--- src/rtl/mult_fu_if.sv ---
// Issue (reservation station -> FU) and CDB write-back (FU -> arbiter) signal bundle.
// master = issuer/arbiter side, slave = the multiply unit.
interface mult_fu_if #(
   parameter int ROB_ID_W = 8,
   parameter int PREG_W   = 6
);
   logic                flush;
   logic                start_calculate;
   logic [1:0]          mul_op;
   logic [31:0]         rs1_v;
   logic [31:0]         rs2_v;
   logic [ROB_ID_W-1:0] issue_rob_id;
   logic [PREG_W-1:0]   issue_pd;
   logic                mult_status;
   logic                cdb_grant;
   logic                write_from_fu;
   logic [ROB_ID_W-1:0] cdb_rob_id;
   logic [PREG_W-1:0]   cdb_pd;
   logic [31:0]         cdb_value;

   modport master (
      output flush, start_calculate, mul_op, rs1_v, rs2_v, issue_rob_id, issue_pd, cdb_grant,
      input  mult_status, write_from_fu, cdb_rob_id, cdb_pd, cdb_value
   );

   modport slave (
      input  flush, start_calculate, mul_op, rs1_v, rs2_v, issue_rob_id, issue_pd, cdb_grant,
      output mult_status, write_from_fu, cdb_rob_id, cdb_pd, cdb_value
   );
endinterface

--- src/rtl/mult_fu.sv ---
// Iterative 32-step shift-add RV32M multiplier; result visible 34 cycles after accept.
// Result is held on the CDB interface until granted (unbounded back-pressure); flush/rst squash it.
module mult_fu #(
   parameter int ROB_ID_W = 8,
   parameter int PREG_W   = 6
) (
   input  logic     clk,
   input  logic     rst,
   mult_fu_if.slave bus
);
   typedef enum logic [1:0] {IDLE, BUSY, FIX, DONE} state_t;

   localparam logic [1:0] OP_MUL    = 2'b00;
   localparam logic [1:0] OP_MULH   = 2'b01;
   localparam logic [1:0] OP_MULHSU = 2'b10;

   state_t              state, next_state;
   logic [4:0]          cnt;
   logic [1:0]          op_q;
   logic [31:0]         a_mag, b_mag;
   logic                neg_q;
   logic [63:0]         acc;
   logic [63:0]         product;
   logic [63:0]         partial;
   logic [ROB_ID_W-1:0] rob_q;
   logic [PREG_W-1:0]   pd_q;

   logic                status;
   logic                accept;
   logic                rs1_neg, rs2_neg;

   logic                write_q;
   logic [ROB_ID_W-1:0] cdb_rob_q;
   logic [PREG_W-1:0]   cdb_pd_q;
   logic [31:0]         cdb_value_q;

   // Only the operands that the opcode treats as signed contribute a sign.
   assign rs1_neg = ((bus.mul_op == OP_MULH) || (bus.mul_op == OP_MULHSU)) && bus.rs1_v[31];
   assign rs2_neg = (bus.mul_op == OP_MULH) && bus.rs2_v[31];

   assign accept  = bus.start_calculate && status;
   assign partial = {32'd0, a_mag} << cnt;
   assign product = neg_q ? (~acc + 64'd1) : acc;

   always_ff @(posedge clk) begin
      if (rst) begin
         state <= IDLE;
      end else begin
         state <= next_state;
      end
   end

   always_comb begin
      next_state = state;
      status     = 1'b0;
      case (state)
         IDLE: status = 1'b1;
         DONE: status = bus.cdb_grant;
         default: status = 1'b0;
      endcase
      if (rst || bus.flush) begin
         status = 1'b0;
      end

      case (state)
         IDLE: if (accept) next_state = BUSY;
         BUSY: if (cnt == 5'd31) next_state = FIX;
         FIX:  next_state = DONE;
         DONE: begin
            if (accept) begin
               next_state = BUSY;
            end else if (bus.cdb_grant) begin
               next_state = IDLE;
            end
         end
         default: next_state = IDLE;
      endcase
      if (bus.flush) begin
         next_state = IDLE;
      end
   end

   always_ff @(posedge clk) begin
      if (rst || bus.flush) begin
         write_q     <= 1'b0;
         cdb_rob_q   <= '0;
         cdb_pd_q    <= '0;
         cdb_value_q <= '0;
         cnt         <= '0;
      end else begin
         if (state == DONE && bus.cdb_grant) begin
            write_q <= 1'b0;
         end

         if (accept) begin
            op_q  <= bus.mul_op;
            rob_q <= bus.issue_rob_id;
            pd_q  <= bus.issue_pd;
            a_mag <= rs1_neg ? (~bus.rs1_v + 32'd1) : bus.rs1_v;
            b_mag <= rs2_neg ? (~bus.rs2_v + 32'd1) : bus.rs2_v;
            neg_q <= rs1_neg ^ rs2_neg;
            acc   <= '0;
            cnt   <= '0;
         end else if (state == BUSY) begin
            if (b_mag[cnt]) begin
               acc <= acc + partial;
            end
            cnt <= cnt + 5'd1;
         end else if (state == FIX) begin
            write_q     <= 1'b1;
            cdb_rob_q   <= rob_q;
            cdb_pd_q    <= pd_q;
            cdb_value_q <= (op_q == OP_MUL) ? product[31:0] : product[63:32];
         end
      end
   end

   assign bus.mult_status   = status;
   assign bus.write_from_fu = write_q;
   assign bus.cdb_rob_id    = cdb_rob_q;
   assign bus.cdb_pd        = cdb_pd_q;
   assign bus.cdb_value     = cdb_value_q;
endmodule

--- src/flat_wrapper.sv ---
// flat-port wrapper written by rule: the top's interface ports become plain ports
module mult_fu_flat 
#(
   parameter int ROB_ID_W = 8,
   parameter int PREG_W   = 6
)
  (clk, rst, bus_flush, bus_start_calculate, bus_mul_op, bus_rs1_v, bus_rs2_v, bus_issue_rob_id, bus_issue_pd, bus_cdb_grant, bus_mult_status, bus_write_from_fu, bus_cdb_rob_id, bus_cdb_pd, bus_cdb_value);
  mult_fu_if #(.ROB_ID_W(ROB_ID_W), .PREG_W(PREG_W)) bus_i ();
  input  logic clk;
  input  logic rst;
  input wire logic [$bits(bus_i.flush)-1:0] bus_flush;
  input wire logic [$bits(bus_i.start_calculate)-1:0] bus_start_calculate;
  input wire logic [$bits(bus_i.mul_op)-1:0] bus_mul_op;
  input wire logic [$bits(bus_i.rs1_v)-1:0] bus_rs1_v;
  input wire logic [$bits(bus_i.rs2_v)-1:0] bus_rs2_v;
  input wire logic [$bits(bus_i.issue_rob_id)-1:0] bus_issue_rob_id;
  input wire logic [$bits(bus_i.issue_pd)-1:0] bus_issue_pd;
  input wire logic [$bits(bus_i.cdb_grant)-1:0] bus_cdb_grant;
  output wire logic [$bits(bus_i.mult_status)-1:0] bus_mult_status;
  output wire logic [$bits(bus_i.write_from_fu)-1:0] bus_write_from_fu;
  output wire logic [$bits(bus_i.cdb_rob_id)-1:0] bus_cdb_rob_id;
  output wire logic [$bits(bus_i.cdb_pd)-1:0] bus_cdb_pd;
  output wire logic [$bits(bus_i.cdb_value)-1:0] bus_cdb_value;
  assign bus_i.flush = bus_flush;
  assign bus_i.start_calculate = bus_start_calculate;
  assign bus_i.mul_op = bus_mul_op;
  assign bus_i.rs1_v = bus_rs1_v;
  assign bus_i.rs2_v = bus_rs2_v;
  assign bus_i.issue_rob_id = bus_issue_rob_id;
  assign bus_i.issue_pd = bus_issue_pd;
  assign bus_i.cdb_grant = bus_cdb_grant;
  assign bus_mult_status = bus_i.mult_status;
  assign bus_write_from_fu = bus_i.write_from_fu;
  assign bus_cdb_rob_id = bus_i.cdb_rob_id;
  assign bus_cdb_pd = bus_i.cdb_pd;
  assign bus_cdb_value = bus_i.cdb_value;
  mult_fu #(.ROB_ID_W(ROB_ID_W), .PREG_W(PREG_W)) u_core (.clk(clk), .rst(rst), .bus(bus_i));
endmodule
--- config.mk ---
export PLATFORM = sky130hd
export DESIGN_NAME = mult_fu_flat
export DESIGN_NICKNAME = d
export VERILOG_FILES = /design/src/rtl/mult_fu_if.sv /design/src/rtl/mult_fu.sv /design/src/flat_wrapper.sv
export SDC_FILE = /design/constraint.sdc
export NUM_CORES = 1
export LEC_CHECK = 0
export ABC_AREA = 0
export CORE_ASPECT_RATIO = 0.5
export CORE_MARGIN = 3
export CORE_UTILIZATION = 41
export CTS_CLUSTER_SIZE = 24
export DETAILED_ROUTE_END_ITERATION = 10
export SLEW_MARGIN = 20
export SYNTH_ARGS = -nofsm -noshare
export SYNTH_HDL_FRONTEND = slang
export SYNTH_SLANG_ARGS = --single-unit
export TNS_END_PERCENT = 10
--- constraint.sdc ---
create_clock -name clk -period 13.3 [get_ports clk]
set_input_delay 2.66 -clock clk [delete_from_list [all_inputs] [get_ports clk]]
set_output_delay 2.66 -clock clk [all_outputs]
set_load 0.02 [all_outputs]
==> reports/metrics.yaml, run 1 <==
numCtsBuffers: 17
worstPathCellList: "clkdlybuf4s50_1 > or2_2 > nor3_1 > clkdlybuf4s50_1"
fill_cells: 3526
grt_pass1_wl_mm: 70.0
finalPower_w: 0.00141
max_slew_margin_pct: 29.8
fmax_mhz: 136
synthArstFlopShare_pct: 0
drive_gt1_share_pct: 6.17
yosysSeqAreaShare_pct: 35.2
rsz0062_at_grt: "no"
antenna_found_initial: 0
synth_area_per_cell_um2: 8.91
grt_max_degree: 74
drtIter0Drc: 1242
syn_area_um2: 15500
cpLargestDelayFamily: "buffers and inverters"
ctsResizeCount: 0
ys_types: 66
core_um2: 36500
grt_remaining_overflow: 0
grtUsageTotal_pct: 22.6
cp_data_required_time_ns: 10.64
cts_setup_buffers: 0
yosys_warnings: 0
hold_buffers: 0
drv_slew: 0
cp_slowest_cell: "clkdlybuf4s50_1"
row_count: 49
end_kind: "output port"
cpMostUsedCell: "clkdlybuf4s50_1"
max_stage_delay_ns: 0.66
maxCapViolations: 0
post_drt_wl_per_cell_um: 19.8
drtPass1Iterations: 5
gp_congestion: 0.972
finalWorstSetupSlack_ns: 5.95
multi_input_area_um2: 9540
period_needed_ns: 7.35
cts_tree: "yes"
timing.final.crit_share_pct: 55.3
criticalPathCategory: "in -> out"
place_hpwl_mm: 35.6
path_clk_slew_ns: 0.07
setup_violations: 0
worst_pin_slew_ns: 1.05
power_density_nw_per_um2: 79.6
placedCellCount: 2268
start_util_pct: 42.3
die_area_um2: 40200
io_pins: 133
worstPathMaxFanout: 29
grt_pass1_vias: 12199
synth_fp_nets: 1893
ir_drop_mv: 0.0743
nets: 1962
drc: 0
crit_buf_inv: 2
synthFlopType: "edfxtp_1"
clock_tree.root_cell: "clkbuf_16"
dr_wl_met3_mm: 3.48
cts_max_level: 4
ant_nets: 0
status: "completed"
power.leakage_nw: 6.22
r2r_setup_slack_ns: 7.39
hold_viol: 0
syn_inst: 1734
startpoint_type: "input pin"
insertion_delay_ns: 0.46
die_width_um: 281
avgViaCountPerCell: 5.83
holdWs_ns: 0.439
finClkSkew_ns: 0.0177
cts_sinks: 199
totalWireLength_mm: 45.6
via_count: 13424
hold_path_class: "reg -> reg"
crit_arrival_ns: 4.69
totalNegativeSetupSlack_ns: 0
wl_met2_mm: 19.4
top_layer_used: "met4"
fin_cells: 2301
port_buffers: 132
regArea_um2: 5440
synth_edf_count: 145
pre_cts_ws_ns: 5.92
ys_seq_elements: 199
die_h_um: 143
wl_met1_mm: 21.8
cts_max_path_buffers: 2
area_growth_pct: 14.5
## sequential cells by signal, indices dropped and copies added, names as in the netlist
name / flops
u_core.b_mag: 32
u_core.bus.cdb_value: 32
u_core.bus.cdb_pd: 6
u_core.op_q: 2
u_core.pd_q: 6
u_core.a_mag: 32
u_core.cnt: 5
u_core.rob_q: 8
u_core.acc: 64
u_core.bus.cdb_rob_id: 8
u_core.state: 2
u_core.bus.write_from_fu: 1
u_core.neg_q: 1
## path summary, 6_finish.rpt
path	start	cells after the start	end
worst max-delay path	rst	4	bus_mult_status
worst min-delay path	u_core.bus.cdb_value[3]$_SDFFE_PN0P_	2	u_core.bus.cdb_value[3]$_SDFFE_PN0P_
worst max register to register	u_core.cnt[2]$_SDFFE_PP0P_	15	u_core.acc[63]$_SDFFCE_PP0P_
worst min register to register	u_core.bus.cdb_value[3]$_SDFFE_PN0P_	2	u_core.bus.cdb_value[3]$_SDFFE_PN0P_
## per-stage QoR
stage | utilization [%] | cell area [um2]
2_1_floorplan | - | 15500
3_3_place_gp | 46.9 | 17100
3_5_place_dp | 46.9 | 17100
4_1_cts | 48.4 | 17700
5_1_grt | 48.4 | 17700
6_report | 48.4 | 17700
## report_power, final
group	leakage, nW	internal (W)	switching (W)
Clock	0.274	0.000266	0.000248
Combinational	4.19	0.0000867	0.000113
Sequential	1.75	0.000685	0.0000102
## kinds of logic after synthesis
family / synth area share (%)
xor+xnor: 9.63
flops: 35.2
buf+inv: 3.21
compound gates: 18.4
fa+ha+maj: 6.04
mux: 9.42
simple gates: 18.1
## area by class of cell
cell class	instances	area share (%)
diodes	1	0.0141
flip-flops and latches	199	30.7
clock inverters	13	0.679
clock buffers	19	2.50
well taps	484	3.42
inverters	40	0.863
repair buffers	142	7.89
multi-input cells	1403	53.9
## synthesized netlist by cell type, types with 18 or more instances
library cell,n,area (um2)
nor2_1,201,754
nand2_1,175,657
edfxtp_1,145,4350
a21oi_1,137,686
o21ai_0,123,616
xor2_1,91,797
xnor2_1,79,692
clkbuf_1,77,289
ha_1,73,913
dfxtp_1,54,1080
mux2i_1,52,521
nor3_1,44,220
inv_1,39,146
a21o_1,34,255
mux4_2,34,766
o31ai_1,27,203
nand4_1,24,150
nand3_1,23,115
nor4_1,22,138
o22ai_1,18,113
## tightest hold or removal path: cells and delay by family (launching register included)
kind	cells	cell delay, ns
flops	1	0.31
simple gates	2	0.09
## metal layers
layer,up-vias,global-route usage (%)
met5,-,0
met4,0,5.57
met3,57,5.77
met2,398,33.5
met1,6405,32.8
li1,6564,-
## cells in the final DEF (no fill, tap or decap), drive strengths merged, types with 54 or more instances in the layout
| cell | n |
|---|---|
| a21oi | 137 |
| clkdlybuf4s50 | 132 |
| dfxtp | 54 |
| edfxtp | 145 |
| ha | 73 |
| nand2 | 175 |
| nor2 | 201 |
| o21ai | 123 |
| xnor2 | 79 |
| xor2 | 91 |
No activity file was read; power rests on OpenSTA's default activity.
==> run 2: changes to the inputs <==
- clock period: 13.3 -> 5.9 ns (I/O delays scaled with it)
==> run 2 against run 1 <==
Non-clock buffer count grew 9. Clock power grew 130%. Clock skew shrank 0.00086 ns. Die area is the same. Critical path depth grew 11. Final area grew 0.60%. First-iteration DRC count grew 19%. Core utilization grew 0.29 points.
==> reports/metrics.yaml, run 2 (synthesis gave the netlist of run 1 again) <==
status: "completed"
clock_tree.root_cell: "clkbuf_16"
hold_viol: 0  # unchanged
grt_pass1_vias: 12482  # +2.3%
worst_pin_slew_ns: 1.03  # -0.0175 ns
criticalPathCategory: "reg -> reg"
max_stage_delay_ns: 0.81  # +0.15 ns
crit_arrival_ns: 5.70  # +1.01 ns
die_area_um2: 40200  # unchanged
worstReg2RegEnd: "u_core.acc[58]$_SDFFCE_PP0P_"
holdWs_ns: 0.442  # +0.00313 ns
timing.final.crit_share_pct: 90.7
hold_buffers: 0  # unchanged
rr_startpoint: "u_core.cnt[0]$_SDFFE_PP0P_"
start_util_pct: 42.3  # unchanged
worstPathCellList: "mux4_2 > mux2i_1 > nand2_1 > nand2_1 > o22ai_1 > ha_1 > and3_1 > nand2_1 > nor4_1 > a211oi_1 > buf_4 > o211a_1 > or4_1 > a311oi_1 > a41o_1"
drv_slew: 0  # unchanged
cp_slowest_cell: "dfxtp_2"
grt_remaining_overflow: 0  # unchanged
largest_reg_flops: 64  # unchanged
totalNegativeSetupSlack_ns: 0  # unchanged
end_kind: "flop"
port_buffers: 132  # unchanged
cts_setup_buffers: 0  # unchanged
via_count: 13616  # +1.4%
min_to: "u_core.bus.cdb_value[16]$_SDFFE_PN0P_"
finClkSkew_ns: 0.0168  # -0.000857 ns
row_count: 49  # unchanged
top_layer_used: "met4"
ant_nets: 0  # unchanged
post_drt_wl_per_cell_um: 20.5  # +3.4%
holdPathStages: 2  # unchanged
ir_drop_mv: 0.193  # +160%
period_needed_ns: 5.35
drc: 0  # unchanged
totalWireLength_mm: 47.3  # +3.7%
die_width_um: 281  # unchanged
r2r_cells: 15  # unchanged
numCtsBuffers: 17  # unchanged
power_density_nw_per_um2: 180  # +130%
cpMostUsedCell: "nand2_1"
cts_tree: "yes"
area_growth_pct: 15.2
r2r_setup_slack_ns: 0.55  # -6.84 ns
io_pins: 133  # unchanged
grt_pass1_wl_mm: 72.7  # +3.8%
largest_register: "u_core.acc"
worstPathMaxFanout: 28  # -3.4%
hold_path_class: "reg -> reg"
cts_sinks: 199  # unchanged
hold_start: "u_core.bus.cdb_value[16]$_SDFFE_PN0P_"
cts_max_level: 4  # unchanged
maxCapViolations: 0  # unchanged
most-common-layout-cells: "nor2_1 (200), nand2_1 (175), edfxtp_1 (145), a21oi_1 (137), clkdlybuf4s50_1 (132)"
place_hpwl_mm: 37.4  # +5.0%
power.leakage_nw: 6.28  # +0.99%
dr_wl_met3_mm: 3.63  # +4.3%
cp_data_required_time_ns: 6.25  # -4.39 ns
wl_met2_mm: 20.2  # +4.2%
max_slew_margin_pct: 30.9  # +1.1 points
avgViaCountPerCell: 5.90  # +1.1%
rsz0062_at_grt: "no"
drive_gt1_share_pct: 6.79  # +0.63 points
gp_congestion: 1.00  # +3.0%
startpoint_type: "flop"
die_h_um: 143  # unchanged
setup_violations: 0  # unchanged
insertion_delay_ns: 0.47  # about the same
core_um2: 36500  # unchanged
drtPass1Iterations: 5  # unchanged
antenna_found_initial: 2  # +2
drtIter0Drc: 1482  # +19%
fmax_mhz: 187
path_clk_slew_ns: 0.08  # about the same
cts_max_path_buffers: 2  # unchanged
wl_met1_mm: 22.6  # +3.7%
grt_max_degree: 78  # +5.4%
layout_commonest_cell: "nor2_1"
diodes: 0  # -1
grtUsageTotal_pct: 23.5  # +0.90 points
ctsResizeCount: 0  # unchanged
nets: 1971  # +0.46%
[run 2: cell types whose count changed in the layout (fill, tap and decap cells not counted), sizes merged]
cell	previous run	this run
bufinv	1	0
diode	1	0
buf	10	19
clkbuf	19	17
inv	44	47
[run 2: stage by stage]
stage | worst slack [ns] | util, % | instance area, um2 | power (W) | instances
6_report | 0.548 | 48.7 | 17800 | 0.00320 | 2309
4_1_cts | 0.609 | 48.7 | 17800 | 0.00322 | 2309
3_5_place_dp | 0.635 | 47.1 | 17200 | 0.00205 | 2277
5_1_grt | 0.125 | 48.7 | 17800 | 0.00332 | 2309
3_3_place_gp | 0.607 | 47.1 | 17200 | 0.00205 | 2277
2_1_floorplan | 0.0396 | - | 15500 | 0.00188 | 1734
[run 2: per-layer routing]
| metal | GRT usage [%] | vias to the layer above |
|---|---|---|
| met3 | 4.72 | 65 |
| met2 | 34.8 | 463 |
| li1 | - | 6569 |
| met5 | 0 | - |
| met4 | 5.71 | 0 |
| met1 | 35.0 | 6519 |
[run 2: worst max-delay path, delay by kind of cell (launching register included)]
family | cells | cell delay [ns]
compound gates | 5 | 1.02
fa+ha+maj | 1 | 0.46
buf+inv | 1 | 0.19
flops | 1 | 0.81
mux | 2 | 0.93
simple gates | 6 | 1.81
[run 2: area by class of cell]
cell class / count / area, um2
Multi-Input combinational cell: 1403 / 9540
Clock inverter: 15 / 154
Clock buffer: 17 / 425
Sequential cell: 199 / 5440
Tap cell: 484 / 606
Fill cell: 3490 / 18700
Inverter: 40 / 153
Timing Repair Buffer: 151 / 1490
[run 2: worst max path at each step]
stage	from	to	slack (ns)	cells past startpoint
after global placement	u_core.cnt[1]$_SDFFE_PP0P_	u_core.acc[58]$_SDFFCE_PP0P_	0.61	15
after global routing	u_core.cnt[0]$_SDFFE_PP0P_	u_core.acc[60]$_SDFFCE_PP0P_	0.13	18
after CTS	u_core.cnt[1]$_SDFFE_PP0P_	u_core.acc[58]$_SDFFCE_PP0P_	0.61	15
final	u_core.cnt[0]$_SDFFE_PP0P_	u_core.acc[58]$_SDFFCE_PP0P_	0.55	15
after detailed placement	u_core.cnt[1]$_SDFFE_PP0P_	u_core.acc[58]$_SDFFCE_PP0P_	0.63	15
after floorplan	rst	u_core.acc[0]$_SDFFCE_PP0P_	0.04	7
[run 2: power breakdown]
group / leakage [nW] / switching [W] / internal, W / total [W]
combinational: 4.25 / 0.000258 / 0.000199 / 0.000457
sequential: 1.75 / 0.0000264 / 0.00154 / 0.00157
clock: 0.284 / 0.000608 / 0.000566 / 0.00117
==> run 3: changes to the inputs <==
- clock period: 5.9 -> 6.65 ns (I/O delays scaled with it)
==> run 3 against run 2 <==
Critical path type unchanged. Clock skew down 0.0019 ns. Routed wire length fell by 0.34%. Core utilization decreased by 0.11 points. Register-to-register slack better by 0.31 ns. Combinational power down 12%. Die area is the same. First-iteration DRC count is 4.5% lower.
==> reports/metrics.yaml, run 3 (synthesis gave the netlist of run 1 again) <==
cts_setup_buffers: 0  # unchanged
diodes: 0  # unchanged
grtUsageTotal_pct: 23.5  # about the same
area_growth_pct: 14.9
cts_max_level: 4  # unchanged
grt_max_degree: 146  # +87%
hold_path_class: "reg -> reg"
drv_slew: 0  # unchanged
port_buffers: 132  # unchanged
numCtsBuffers: 17  # unchanged
cp_slowest_cell: "dfxtp_2"
grt_pass1_wl_mm: 72.2  # -0.57%
layout_commonest_cell: "nor2_1"
totalNegativeSetupSlack_ns: 0  # unchanged
fin_area_um2: 17800  # -0.23%
nets: 1966  # -0.25%
worstPathMaxFanout: 32  # +14%
avgViaCountPerCell: 5.86  # -0.70%
hold_buffers: 0  # unchanged
io_pins: 133  # unchanged
finClkSkew_ns: 0.0150  # -0.00187 ns
status: "completed"
ir_drop_mv: 0.151  # -22%
startpoint_type: "flop"
end_kind: "flop"
power.leakage_nw: 6.25  # -0.51%
clock_tree.root_cell: "clkbuf_16"
die_area_um2: 40200  # unchanged
cp_data_required_time_ns: 6.82  # +0.57 ns
gp_congestion: 0.993  # -0.82%
die_width_um: 281  # unchanged
setup_violations: 0  # unchanged
insertion_delay_ns: 0.46  # about the same
drtIter0Drc: 1416  # -4.5%
rr_startpoint: "u_core.cnt[1]$_SDFFE_PP0P_"
drc: 0  # unchanged
rsz0062_at_grt: "no"
power_density_nw_per_um2: 161  # -11%
postPlaceCellArea_um2: 17200  # -0.22%
r2r_setup_slack_ns: 0.86  # +0.31 ns
holdWs_ns: 0.441  # -0.000536 ns
period_needed_ns: 5.79  # +0.435 ns
fmax_mhz: 173  # -7.5%
largest_reg_flops: 64  # unchanged
antenna_found_initial: 1  # -1
grt_remaining_overflow: 0  # unchanged
core_um2: 36500  # unchanged
ctsResizeCount: 0  # unchanged
r2r_cells: 18  # +3
cts_sinks: 199  # unchanged
start_util_pct: 42.3  # unchanged
cpMostUsedCell: "nor2_1"
worst_pin_slew_ns: 1.02  # -0.0173 ns
crit_arrival_ns: 5.96  # +0.26 ns
largest_register: "u_core.acc"
path_clk_slew_ns: 0.07  # about the same
cts_max_path_buffers: 2  # unchanged
hold_viol: 0  # unchanged
pre_cts_ws_ns: 0.976  # +0.341 ns
place_hpwl_mm: 36.9  # -1.3%
crit_start: "u_core.cnt[1]$_SDFFE_PP0P_"
cts_tree: "yes"
criticalPathCategory: "reg -> reg"
max_slew_margin_pct: 32.0  # +1.2 points
drive_gt1_share_pct: 6.38  # -0.42 points
fill_cells: 3484  # -0.17%
finalWorstSetupSlack_ns: 0.862  # +0.315 ns
worstReg2RegEnd: "u_core.acc[60]$_SDFFCE_PP0P_"
row_count: 49  # unchanged
worstPathCellList: "mux2i_1 > nor2_1 > a31oi_1 > nor2_1 > a21oi_1 > mux2i_1 > nand2_1 > o21ai_0 > ha_1 > nand4_1 > or3_1 > or4_1 > a21oi_1 > o21ai_0 > and3_1 > o41ai_1 > xnor2_1 > nor2_1"
worstSetupEndpoint: "u_core.acc[60]$_SDFFCE_PP0P_"
via_count: 13486  # -0.95%
timing.final.crit_share_pct: 87.0  # -3.7 points
totalWireLength_mm: 47.2  # -0.34%
final_core_util_pct: 48.6  # -0.11 points
grt_pass1_vias: 12233  # -2.0%
max_stage_delay_ns: 0.78  # -0.03 ns
maxCapViolations: 0  # unchanged
most-common-layout-cells: "nor2_1 (200), nand2_1 (175), edfxtp_1 (145), a21oi_1 (137), clkdlybuf4s50_1 (132)"
post_drt_wl_per_cell_um: 20.5  # about the same
ant_nets: 0  # unchanged
drtPass1Iterations: 5  # unchanged
die_h_um: 143  # unchanged
==> run 3: changes by cell type in the layout (fill, tap and decap cells not counted) <==
cell	previous run	this run
buf_4	17	12
inv_8	5	1
bufinv_16	0	2
clkinv_1	1	3
clkinv_8	2	0
clkinvlp_4	1	2
==> run 3: final cells by class <==
type / count / area [um2] / area share [%]
multi-input combinational: 1403 / 9540 / 53.7
clock inverter: 14 / 151 / 0.852
timing repair buffer: 146 / 1450 / 8.17
inverter: 40 / 153 / 0.859
sequential: 199 / 5440 / 30.6
tap: 484 / 606 / 3.41
clock buffer: 17 / 425 / 2.40
==> run 3: worst min path at each step <==
stage	startpoint	endpoint	slack [ns]	depth (start not counted)
5_1_grt	u_core.bus.cdb_value[16]$_SDFFE_PN0P_	u_core.bus.cdb_value[16]$_SDFFE_PN0P_	0.46	2
3_3_place_gp	u_core.bus.cdb_value[16]$_SDFFE_PN0P_	u_core.bus.cdb_value[16]$_SDFFE_PN0P_	0.43	2
2_1_floorplan	u_core.pd_q[5]$_DFFE_PP_	u_core.bus.cdb_pd[5]$_SDFFE_PN0P_	0.46	2
3_5_place_dp	u_core.bus.cdb_value[16]$_SDFFE_PN0P_	u_core.bus.cdb_value[16]$_SDFFE_PN0P_	0.43	2
4_1_cts	u_core.bus.cdb_value[16]$_SDFFE_PN0P_	u_core.bus.cdb_value[16]$_SDFFE_PN0P_	0.44	2
6_report	u_core.bus.cdb_value[16]$_SDFFE_PN0P_	u_core.bus.cdb_value[16]$_SDFFE_PN0P_	0.44	2
==> run 3: power breakdown <==
part | internal, W | switching, W | leakage (nW)
Sequential | 0.00137 | 0.0000220 | 1.75
Clock | 0.000556 | 0.000502 | 0.277
Combinational | 0.000175 | 0.000227 | 4.22
Total | 0.00210 | 0.000751 | 6.25
==> run 3: through the flow <==
step	instances	power [W]
after floorplan	1734	0.00167
after global placement	2272	0.00182
after detailed placement	2272	0.00182
after CTS	2303	0.00287
after global routing	2303	0.00297
final	2303	0.00285
==> run 3: worst max-delay path, delay by kind of cell, from the launching register on <==
kind	cells	cell delay [ns]
AND/OR/NAND/NOR	8	1.72
adder cells (fa/ha/maj)	1	0.47
AO/OA/AOI/OAI	6	1.80
flip-flops	1	0.78
multiplexers	2	0.57
XOR/XNOR	1	0.17
==> run 3: layer usage <==
metal / global-route usage, % / vias to the layer above / wire, um
li1: - / 6575 / -
met1: 35.1 / 6432 / 22800
met2: 34.5 / 442 / 20000
met3: 5.82 / 35 / 3770
met4: 4.28 / 2 / 607
met5: 0 / - / 12
